$ cat src/rtl/dvp_cam_tx_pkg.sv
// cam_pkg: shared states, pattern codes and sizing helpers for the DVP camera transmitter
package cam_pkg;
  typedef enum logic [2:0] {S_IDLE, S_VSYNC, S_VBP, S_LINE, S_HBL, S_VFP} cam_state_t;
  typedef enum logic [1:0] {PAT_CONST, PAT_HRAMP, PAT_BARS, PAT_XYXOR} pattern_t;
  localparam int BYTES_PER_PIX = 2;
  function automatic int cnt_w(input int n);
    return n > 1 ? $clog2(n) : 1;
  endfunction
  function automatic int max4(input int a, input int b, input int c, input int d);
    int ab, cd;
    ab = a > b ? a : b;
    cd = c > d ? c : d;
    return ab > cd ? ab : cd;
  endfunction
endpackage

$ cat src/rtl/dvp_cam_tx_if.sv
// dvp_cam_tx_if: DVP sensor bus (pclk, vsync, href, 8-bit data); master drives, slave samples
interface dvp_cam_tx_if;
  logic       pclk;
  logic       vsync;
  logic       href;
  logic [7:0] data;
  modport master (output pclk, vsync, href, data);
  modport slave  (input  pclk, vsync, href, data);
endinterface

$ cat src/rtl/dvp_cam_tx_pattern_gen.sv
// dvp_pattern_gen: combinational test-pattern byte for pixel (x, y), hi_i selects the high byte
// Ports: pattern_i pattern code, x_i pixel column, y_i line, hi_i high-byte select, byte_o result
module dvp_pattern_gen
  import cam_pkg::*;
#(
  parameter int WIDTH = 24,
  parameter int XW    = 5,
  parameter int YW    = 4
) (
  input  pattern_t      pattern_i,
  input  logic [XW-1:0] x_i,
  input  logic [YW-1:0] y_i,
  input  logic          hi_i,
  output logic [7:0]    byte_o
);
  logic [7:0]  x8, y8;
  logic [2:0]  bar;
  logic [15:0] px;
  assign x8  = 8'(x_i);
  assign y8  = 8'(y_i);
  // Eight equal-width bars across the line; divisor is a constant.
  assign bar = 3'({x_i, 3'b000} / WIDTH);
  assign px  = pattern_i == PAT_CONST ? 16'h0102 :
               pattern_i == PAT_HRAMP ? {x8, y8} :
               pattern_i == PAT_BARS  ? {{5{bar[2]}}, {6{bar[1]}}, {5{bar[0]}}} :
                                        {8'h00, x8 ^ y8};
  assign byte_o = hi_i ? px[15:8] : px[7:0];
endmodule

$ cat src/rtl/dvp_cam_tx.sv
// dvp_cam_tx: DVP (RGB565, 2 bytes/pixel) camera-sensor transmitter with blanking and test patterns
// Ports: clk block clock (pclk = clk/2), rst_n async active-low reset, en_i continuous frames,
//        start_i one-frame pulse, pattern_i pattern code, cam DVP bus master,
//        busy_o frame in progress, frame_done_o end-of-frame pulse, frame_cnt_o completed frames
module dvp_cam_tx
  import cam_pkg::*;
#(
  parameter int WIDTH  = 24,
  parameter int HEIGHT = 16,
  parameter int VS_LEN = 20,
  parameter int VBP    = 40,
  parameter int HBLANK = 20,
  parameter int VFP    = 40
) (
  input  logic         clk,
  input  logic         rst_n,
  input  logic         en_i,
  input  logic         start_i,
  input  logic [1:0]   pattern_i,
  dvp_cam_tx_if.master cam,
  output logic         busy_o,
  output logic         frame_done_o,
  output logic [15:0]  frame_cnt_o
);
  localparam int BPL = BYTES_PER_PIX * WIDTH;
  localparam int BW  = cnt_w(BPL);
  localparam int XW  = cnt_w(WIDTH);
  localparam int YW  = cnt_w(HEIGHT);
  localparam int DW  = cnt_w(max4(VS_LEN, VBP, HBLANK, VFP));
  cam_state_t    state_q, state_d;
  pattern_t      pat_q, pat_d;
  logic [DW-1:0] dur_q, dur_d;
  logic [BW-1:0] bc_q, bc_d;
  logic [YW-1:0] y_q, y_d;
  logic          pclk_q, pend_q, pend_d, vsync_q, href_q, busy_q, done_q;
  logic          tick, dur_end, fin;
  logic [7:0]    data_q, byte_w;
  logic [15:0]   fcnt_q;
  // A tick is the clk edge on which pclk falls; all bus outputs move only then.
  assign tick    = pclk_q;
  assign dur_end = dur_q == (state_q == S_VSYNC ? DW'(VS_LEN - 1) :
                             state_q == S_VBP   ? DW'(VBP - 1)    :
                             state_q == S_HBL   ? DW'(HBLANK - 1) : DW'(VFP - 1));
  assign fin     = tick && state_q == S_VFP && dur_end;
  always_comb begin
    state_d = state_q;
    pat_d   = pat_q;
    bc_d    = bc_q;
    y_d     = y_q;
    dur_d   = dur_q;
    // start is only remembered while idle, so a pulse during a frame is dropped.
    pend_d  = pend_q | (start_i & (state_q == S_IDLE));
    if (tick) begin
      case (state_q)
        S_IDLE:  state_d = (pend_d | en_i) ? S_VSYNC : S_IDLE;
        S_VSYNC: state_d = dur_end ? S_VBP : S_VSYNC;
        S_VBP:   state_d = dur_end ? S_LINE : S_VBP;
        S_LINE: begin
          bc_d    = bc_q == BW'(BPL - 1) ? '0 : bc_q + 1'b1;
          state_d = bc_q != BW'(BPL - 1) ? S_LINE : y_q == YW'(HEIGHT - 1) ? S_VFP : S_HBL;
          y_d     = state_d == S_HBL ? y_q + 1'b1 : y_q;
        end
        S_HBL:   state_d = dur_end ? S_LINE : S_HBL;
        S_VFP:   state_d = dur_end ? (en_i ? S_VSYNC : S_IDLE) : S_VFP;
        default: state_d = S_IDLE;
      endcase
      dur_d = (state_d != state_q || state_q == S_IDLE || state_q == S_LINE) ? '0 : dur_q + 1'b1;
      if (state_d == S_VSYNC && state_q != S_VSYNC) begin
        pat_d  = pattern_t'(pattern_i);
        y_d    = '0;
        bc_d   = '0;
        pend_d = 1'b0;
      end
    end
  end
  // Byte for the position the FSM moves to on this tick, registered on the tick itself.
  dvp_pattern_gen #(.WIDTH(WIDTH), .XW(XW), .YW(YW)) u_pat (
    .pattern_i(pat_d),
    .x_i      (XW'(bc_d >> 1)),
    .y_i      (y_d),
    .hi_i     (~bc_d[0]),
    .byte_o   (byte_w)
  );
  always_ff @(posedge clk or negedge rst_n) begin
    if (!rst_n) begin
      pclk_q  <= 1'b1;
      state_q <= S_IDLE;
      pat_q   <= PAT_CONST;
      dur_q   <= '0;
      bc_q    <= '0;
      y_q     <= '0;
      pend_q  <= 1'b0;
      vsync_q <= 1'b0;
      href_q  <= 1'b0;
      data_q  <= 8'h00;
      busy_q  <= 1'b0;
      done_q  <= 1'b0;
      fcnt_q  <= 16'h0000;
    end else begin
      pclk_q  <= ~pclk_q;
      state_q <= state_d;
      pat_q   <= pat_d;
      dur_q   <= dur_d;
      bc_q    <= bc_d;
      y_q     <= y_d;
      pend_q  <= pend_d;
      done_q  <= fin;
      fcnt_q  <= fcnt_q + 16'(fin);
      if (tick) begin
        vsync_q <= state_d == S_VSYNC;
        href_q  <= state_d == S_LINE;
        data_q  <= state_d == S_LINE ? byte_w : 8'h00;
        busy_q  <= state_d != S_IDLE;
      end
    end
  end
  assign cam.pclk     = pclk_q;
  assign cam.vsync    = vsync_q;
  assign cam.href     = href_q;
  assign cam.data     = data_q;
  assign busy_o       = busy_q;
  assign frame_done_o = done_q;
  assign frame_cnt_o  = fcnt_q;
endmodule

$ cat src/flat_wrapper.sv
// flat-port wrapper written by rule: the top's interface ports become plain ports
module dvp_cam_tx_flat import cam_pkg::*;
#(
  parameter int WIDTH  = 24,
  parameter int HEIGHT = 16,
  parameter int VS_LEN = 20,
  parameter int VBP    = 40,
  parameter int HBLANK = 20,
  parameter int VFP    = 40
)
  (clk, rst_n, en_i, start_i, pattern_i, busy_o, frame_done_o, frame_cnt_o, cam_pclk, cam_vsync, cam_href, cam_data);
  dvp_cam_tx_if cam_i ();
  input  logic clk;
  input  logic rst_n;
  input  logic en_i;
  input  logic start_i;
  input  logic [1:0] pattern_i;
  output logic busy_o;
  output logic frame_done_o;
  output logic [15:0] frame_cnt_o;
  output wire logic [$bits(cam_i.pclk)-1:0] cam_pclk;
  output wire logic [$bits(cam_i.vsync)-1:0] cam_vsync;
  output wire logic [$bits(cam_i.href)-1:0] cam_href;
  output wire logic [$bits(cam_i.data)-1:0] cam_data;
  assign cam_pclk = cam_i.pclk;
  assign cam_vsync = cam_i.vsync;
  assign cam_href = cam_i.href;
  assign cam_data = cam_i.data;
  dvp_cam_tx #(.WIDTH(WIDTH), .HEIGHT(HEIGHT), .VS_LEN(VS_LEN), .VBP(VBP), .HBLANK(HBLANK), .VFP(VFP)) u_core (.clk(clk), .rst_n(rst_n), .en_i(en_i), .start_i(start_i), .pattern_i(pattern_i), .cam(cam_i), .busy_o(busy_o), .frame_done_o(frame_done_o), .frame_cnt_o(frame_cnt_o));
endmodule
$ cat config.mk
export PLATFORM = sky130hd
export DESIGN_NAME = dvp_cam_tx_flat
export DESIGN_NICKNAME = d
export VERILOG_FILES = /design/src/rtl/dvp_cam_tx_pkg.sv /design/src/rtl/dvp_cam_tx_if.sv /design/src/rtl/dvp_cam_tx_pattern_gen.sv /design/src/rtl/dvp_cam_tx.sv /design/src/flat_wrapper.sv
export SDC_FILE = /design/constraint.sdc
export NUM_CORES = 1
export LEC_CHECK = 0
export ABC_CLOCK_PERIOD_IN_PS = 4620
export CORE_MARGIN = 8
export CORE_UTILIZATION = 51
export DETAILED_ROUTE_END_ITERATION = 7
export GPL_TIMING_DRIVEN = 0
export PLACE_DENSITY_LB_ADDON = 0.15
export SKIP_LAST_GASP = 1
export SLEW_MARGIN = 20
export SYNTH_ARGS = -nofsm -noshare
export SYNTH_HDL_FRONTEND = slang
export SYNTH_SLANG_ARGS = --single-unit
$ cat constraint.sdc
create_clock -name clk -period 4.62 [get_ports clk]
set_input_delay 1.155 -clock clk [delete_from_list [all_inputs] [get_ports clk]]
set_output_delay 1.155 -clock clk [all_outputs]
set_load 0.03 [all_outputs]
After elaboration in Yosys (flattened, before gate mapping). Index checks and enable logic that the tools add are counted.

Register bits after elaboration: 51. Output and inout port bits: 29.

Add/sub/neg operators: 4. Divide/modulo/power cells: 1. Eq/ne operators: 17. Multiplexer cells: 32. Bitwise logic cells: 5. Reductions and logical operators: 8.

Operators by type and width (count): $mux W16 (3); $mux W6 (8); $div A8 B5 Y32 const B (1); $pmux W3 S6 (1); $add A16 B1 Y16 (1); $mux W4 (4); $mux W8 (2); $mux W3 (5); $add A6 B1 Y6 const B (2); $eq A3 B1 Y1 const B (3); $eq A3 B2 Y1 const B (3); $eq A3 B3 Y1 const B (3); $eq A6 B6 Y1 (1); $eq A6 B6 Y1 const B (1); $mux W1 (6); $mux W2 (3); $ne A6 B6 Y1 const B (1); $xor A5 B4 Y5 (1); $add A4 B1 Y4 const B (1); $eq A4 B4 Y1 const B (1); $logic_and A1 B1 Y1 (3); $logic_not A3 Y1 (1); $ne A3 B1 Y1 const B (1); $ne A3 B3 Y1 (1); other kinds (8) (10).

Logic depth before layout (Yosys ltp).
Depth in word-level cells: 18. Gate-level depth with buffers: 21. Depth with buffers taken out: 21.

Hierarchy. Synthesis repeated with hierarchy kept, for this count alone.

Cell total of the unflattened synthesis: 317. Area total of the unflattened synthesis: 3062.9 µm².

By module, submodules not included: dvp_cam_tx (times used 1, cells each 239, area an instance 2503.7 µm², sequential area each 1277.5 µm²); dvp_pattern_gen (times used 1, cells each 78, area an instance 559.3 µm², sequential area each 0.0 µm²).

Least setup slack after synthesis. OpenSTA, ideal clock, no wires.

Kind: input to register. From: in en_i. To: reg u_core.data_q[4], in the netlist u_core.cam.data[4]. Setup time: 0.121 ns. Data arrival time: 4.625 ns. Setup slack: -0.126 ns. Cell stages on the path: 17. Buffers on the path: 1. Cell sequence: or4_4 a31oi_4 a21oi_2 clkbuf_1 nor2_1 ha_1 nand2b_1 nor2_1 a211oi_2 a221o_1 inv_1 ha_1 nor4_2 o221ai_2 a21o_4 a31o_1 a22o_1.

Word-level cells in the longest chain between the ends: 14. Elaborated cells on any way between the ends: 24.

RTL lines: from (decl) (RTL line flat_wrapper.sv:15) `input logic en_i;`; $mux W1 or $or A1 B1 Y1 (tied branches) (RTL line dvp_cam_tx.sv:64, dvp_cam_tx.sv:55); $mux W3 or $mux W1 (tied branches) (RTL line dvp_cam_tx.sv:64, dvp_cam_tx.sv:55); $pmux W3 S6 * (RTL line dvp_cam_tx.sv:54) `case (state_q)`; $mux W3 * (RTL line dvp_cam_tx.sv:53) `if (tick) begin`; $eq A3 B1 Y1 (RTL line dvp_cam_tx.sv:68) `if (state_d == S_VSYNC && state_q != S_VSYNC) begin`; $logic_and A1 B1 Y1 (RTL line dvp_cam_tx.sv:68); $mux W6 or $mux W2 (tied branches) (RTL line dvp_cam_tx.sv:68); $mux W6 or $mux W2 (tied branches) (RTL line dvp_cam_tx.sv:53); $div A8 B5 Y32 (tied with other cells) (RTL line dvp_cam_tx_pattern_gen.sv:22) `assign bar = 3'({x_i, 3'b000} / WIDTH);`; $mux W16 (RTL line dvp_cam_tx_pattern_gen.sv:25) `pattern_i == PAT_BARS ? {{5{bar[2]}}, {6{bar[1]}}, {5{bar[0]}}} :`; $mux W16 (RTL line dvp_cam_tx_pattern_gen.sv:24) `pattern_i == PAT_HRAMP ? {x8, y8} :`; $mux W16 (RTL line dvp_cam_tx_pattern_gen.sv:23) `assign px = pattern_i == PAT_CONST ? 16'h0102 :`; $mux W8 (RTL line dvp_cam_tx_pattern_gen.sv:27) `assign byte_o = hi_i ? px[15:8] : px[7:0];`; $mux W8 * (RTL line dvp_cam_tx.sv:112) `data_q <= state_d == S_LINE ? byte_w : 8'h00;`; to (signal assigned) (RTL line dvp_cam_tx.sv:112); to (decl) (RTL line dvp_cam_tx.sv:37) `logic [7:0] data_q, byte_w;`.

Every way passes the cells marked *; elsewhere a longest branch is shown, timed or not. The select of a mux whose other input is x is not followed. A chain may end at the register's enable or synchronous reset.

Worst setup path after layout.
From: in en_i. To: reg u_core.data_q[4], in the netlist u_core.cam.data[4].

Word-level cells in the longest chain between the ends: 14. Elaborated cells on any way between the ends: 24.

RTL lines: $mux W1 or $or A1 B1 Y1 (tied branches) (RTL line dvp_cam_tx.sv:64, dvp_cam_tx.sv:55); $mux W3 or $mux W1 (tied branches) (RTL line dvp_cam_tx.sv:64, dvp_cam_tx.sv:55); $pmux W3 S6 * (RTL line dvp_cam_tx.sv:54); $mux W3 * (RTL line dvp_cam_tx.sv:53); $eq A3 B1 Y1 * (RTL line dvp_cam_tx.sv:68); $logic_and A1 B1 Y1 * (RTL line dvp_cam_tx.sv:68); $mux W6 * (RTL line dvp_cam_tx.sv:68); $mux W6 * (RTL line dvp_cam_tx.sv:53); via u_core.bc_d[5] (RTL line dvp_cam_tx.sv:33) `logic [BW-1:0] bc_q, bc_d;`; $div A8 B5 Y32 or $xor A5 B4 Y5 (tied branches) (RTL line dvp_cam_tx_pattern_gen.sv:22, dvp_cam_tx_pattern_gen.sv:26); $mux W16 (RTL line dvp_cam_tx_pattern_gen.sv:25); $mux W16 * (RTL line dvp_cam_tx_pattern_gen.sv:24); $mux W16 * (RTL line dvp_cam_tx_pattern_gen.sv:23); $mux W8 * (RTL line dvp_cam_tx_pattern_gen.sv:27); $mux W8 * (RTL line dvp_cam_tx.sv:112).

The timed path passes the listed nets; every way through them passes the cells marked *. The select of a mux whose other input is x is not followed.

==> results.cfg <==
[logic_synthesis]
synth_edf_count = 0
netlist_area_um2 = 3040
yosys.area.top_type = dfrtp_1
yosysTopAreaCellShare_pct = 39.5
synth.area.top_cells = dfrtp_1 39%, xnor2_1 4.0%, nand2_1 3.9%
syn-num-nets = 344
synthArstFlopShare_pct = 100
yosys_warnings = 0
synth_cell_types = 71
synth_area_per_cell_um2 = 9.19
synth_seq_cells = 49
synthCells = 331
yosysMostFrequentCell = dfrtp_1
ys_seq_area_share_pct = 40.4
synth-main-ff-cell = dfrtp_1
synth_commonest_cells = 48 x dfrtp_1, 32 x nand2_1, 30 x nor2_1

[critical_path]
cp.required_ns = 4.81
critPathLaunchType = primary input
reg2reg_slack_ns = 0.25
crit_path_max_fanout = 4
arrival_ns = 4.65
cp-end-kind = flop
critPathKind = primary input to flop

[clock_tree]
cts.clk_slew.worst_paths_ns = 0.09
cts_tree = done
cts_max_path_buffers = 2
numCtsBuffers = 5
holdBufCountCts = 0
cts_max_level = 2
clockRootBuffer = clkbuf_8
clock-sinks = 49
insertion_delay_ns = 0.30

[detailed_routing]
top_layer = met4
wire_per_inst_um = 16.2
drtPass1Iterations = 4
routed_via_density = 5.91
drc = 0
drt_iter0_markers = 202
wl_met2_um = 3450
ant_nets = 0
num_vias = 2735
wl_met1_um = 3540
routed_wl_um = 7510
wl_met3_um = 416

[floorplan]
die_w_um = 93.2
pin_count = 35
rows = 28
dieArea_um2 = 8690
die_h_um = 93.2
initial_core_util_pct = 52.0
design.core.area_um2 = 5850

[power]
leakage_uw = 0.00157
powerDensity_nw_per_um2 = 198
total_power_uw = 753
max-vdd-ir-drop_mv = 0.199

[sta]
fin_crit_sh_pct = 96.5
finalHoldViolations = 0
period_minus_slack_ns = 4.46
drv_slew = 0
max_freq_ghz = 0.224
tightest_slew_ns = 0.772
finClkSkew_ns = 0.00691
layout_setup_ws_ns = 0.161
holdWs_ns = 0.485
slew_headroom_pct = 47.0
finalSetupViolCount = 0
grt_setup_unrepaired = no

[cells_and_area]
syn2layout_area_growth_pct = 24.9
fin_nets = 400
drive_gt1_share_pct = 16.5
diodes = 0
fin_cells = 463

[place]
io_buffer_count = 34
dp.cells = 441
gp_congestion = 0.918
dpl.hpwl_um = 5390
dpl_worst_slack_ns = -0.885

[global_route]
antenna_found_initial = 0
grt_max_degree = 32
grt_first_pass_wirelength_um = 13000
grt_overflow = 0
grt_usage_pct = 18.2
first_global_vias = 2749

[job]
max-cap-violations = 0

[hold_path]
hold_path_class = flop to flop

[run_status]
outcome = finished, final reports clean
-- flip-flops by register name (all words and copies together), names as in the netlist --
name and cells:
u_core.frame_cnt_o 16, u_core.cam.data 6, u_core.pat_q 2, u_core.y_q 4, u_core.cam.vsync 1, u_core.bc_q 6
u_core.cam.pclk 1, u_core.busy_o 1, u_core.frame_done_o 1, u_core.cam.href 1, u_core.state_q 3, u_core.pend_q 1
u_core.dur_q 6
-- layout make-up --
type,instances,area [um2]
multi-input combinational,256,1790
timing repair buffer,50,467
fill,491,2050
tap,75,93.8
clock inverter,3,43.8
buffer,10,46.3
sequential,49,1230
inverter,15,63.8
clock buffer,5,68.8
-- critical path, stage by stage --
cell	delay, ns
clkbuf_2	0.11
or4_4	0.53
a31oi_4	0.23
a21o_1	0.18
nand2_2	0.10
inv_4	0.07
ha_1	0.21
nand2b_4	0.15
nor2_4	0.11
a211oi_4	0.09
a221o_1	0.37
inv_2	0.08
ha_4	0.19
nor4_4	0.28
o221ai_2	0.15
a21o_4	0.22
a31o_1	0.21
a22o_1	0.19
-- path summary, 6_finish.rpt --
kind | start | endpoint | cells after the start
setup / recovery | en_i | u_core.cam.data[4] | 18
hold / removal | u_core.frame_cnt_o[15] | u_core.frame_cnt_o[15] | 1
setup reg to reg | u_core.dur_q[3] | u_core.cam.data[4] | 20
hold reg to reg | u_core.frame_cnt_o[15] | u_core.frame_cnt_o[15] | 1
max in group asynchronous | rst_n | u_core.bc_q[2] | 2
min in group asynchronous | rst_n | u_core.dur_q[5] | 1
-- cell usage in the layout (no fill, tap or decap), types with 4 or more instances in the layout --
| cell | netlist | routed |
|---|---|---|
| o21ai_1 | 6 | 6 |
| nor2_1 | 30 | 28 |
| or3_1 | 5 | 5 |
| nand3_1 | 10 | 10 |
| a22o_1 | 4 | 4 |
| nand2_1 | 32 | 31 |
| buf_4 | 2 | 16 |
| a21o_1 | 4 | 4 |
| ha_1 | 7 | 6 |
| nand2b_1 | 6 | 5 |
| and3_1 | 11 | 11 |
| a31oi_1 | 7 | 7 |
| clkdlybuf4s50_1 | 0 | 32 |
| o21ai_0 | 13 | 12 |
| clkbuf_8 | 0 | 5 |
| o211ai_1 | 5 | 5 |
| nand4_1 | 10 | 10 |
| xnor2_1 | 14 | 14 |
| xor2_1 | 7 | 7 |
| inv_1 | 13 | 12 |
| a21oi_1 | 16 | 16 |
| dfrtp_1 | 48 | 48 |
| clkbuf_1 | 9 | 7 |
-- logic make-up after synthesis --
logic type | after synthesis | synth area share (%)
xor gates and xnor gates | 21 | 6.05
muxes | 4 | 1.44
AOI/OAI and AO/OA | 94 | 23.2
and+or+nand+nor | 130 | 22.5
adders and majority gates | 7 | 2.88
buffers and inverters | 26 | 3.62
DFF | 49 | 40.4
-- report_power, final --
part / internal, uW / total, uW / switching [uW]
Clock: 162 / 310 / 148
Combinational: 4.63 / 14.5 / 9.86
Sequential: 429 / 429 / 0
Total: 596 / 753 / 157
-- per-layer routing --
layer | vias to the layer above | track usage [%]
li1 | 1329 | -
met1 | 1311 | 24.4
met2 | 83 | 28.7
met3 | 12 | 3.93
met4 | 0 | 5.50
met5 | - | 0
-- through the flow --
step | setup TNS (ns) | utilization, % | instance area [um2]
after floorplan | 0 | - | 3100
after global placement | -4.24 | 60.4 | 3530
after detailed placement | -4.32 | 60.7 | 3550
after CTS | 0 | 64.2 | 3750
after global routing | 0 | 64.9 | 3800
final | 0 | 64.9 | 3800
-- repair_timing --
action	CTS	global route
endpoints found under the setup margin	6	5
pin swaps	11	8
gates resized for setup	8	5
buffers inserted	9	6
Note: power is estimated with default switching activity, not from simulation.
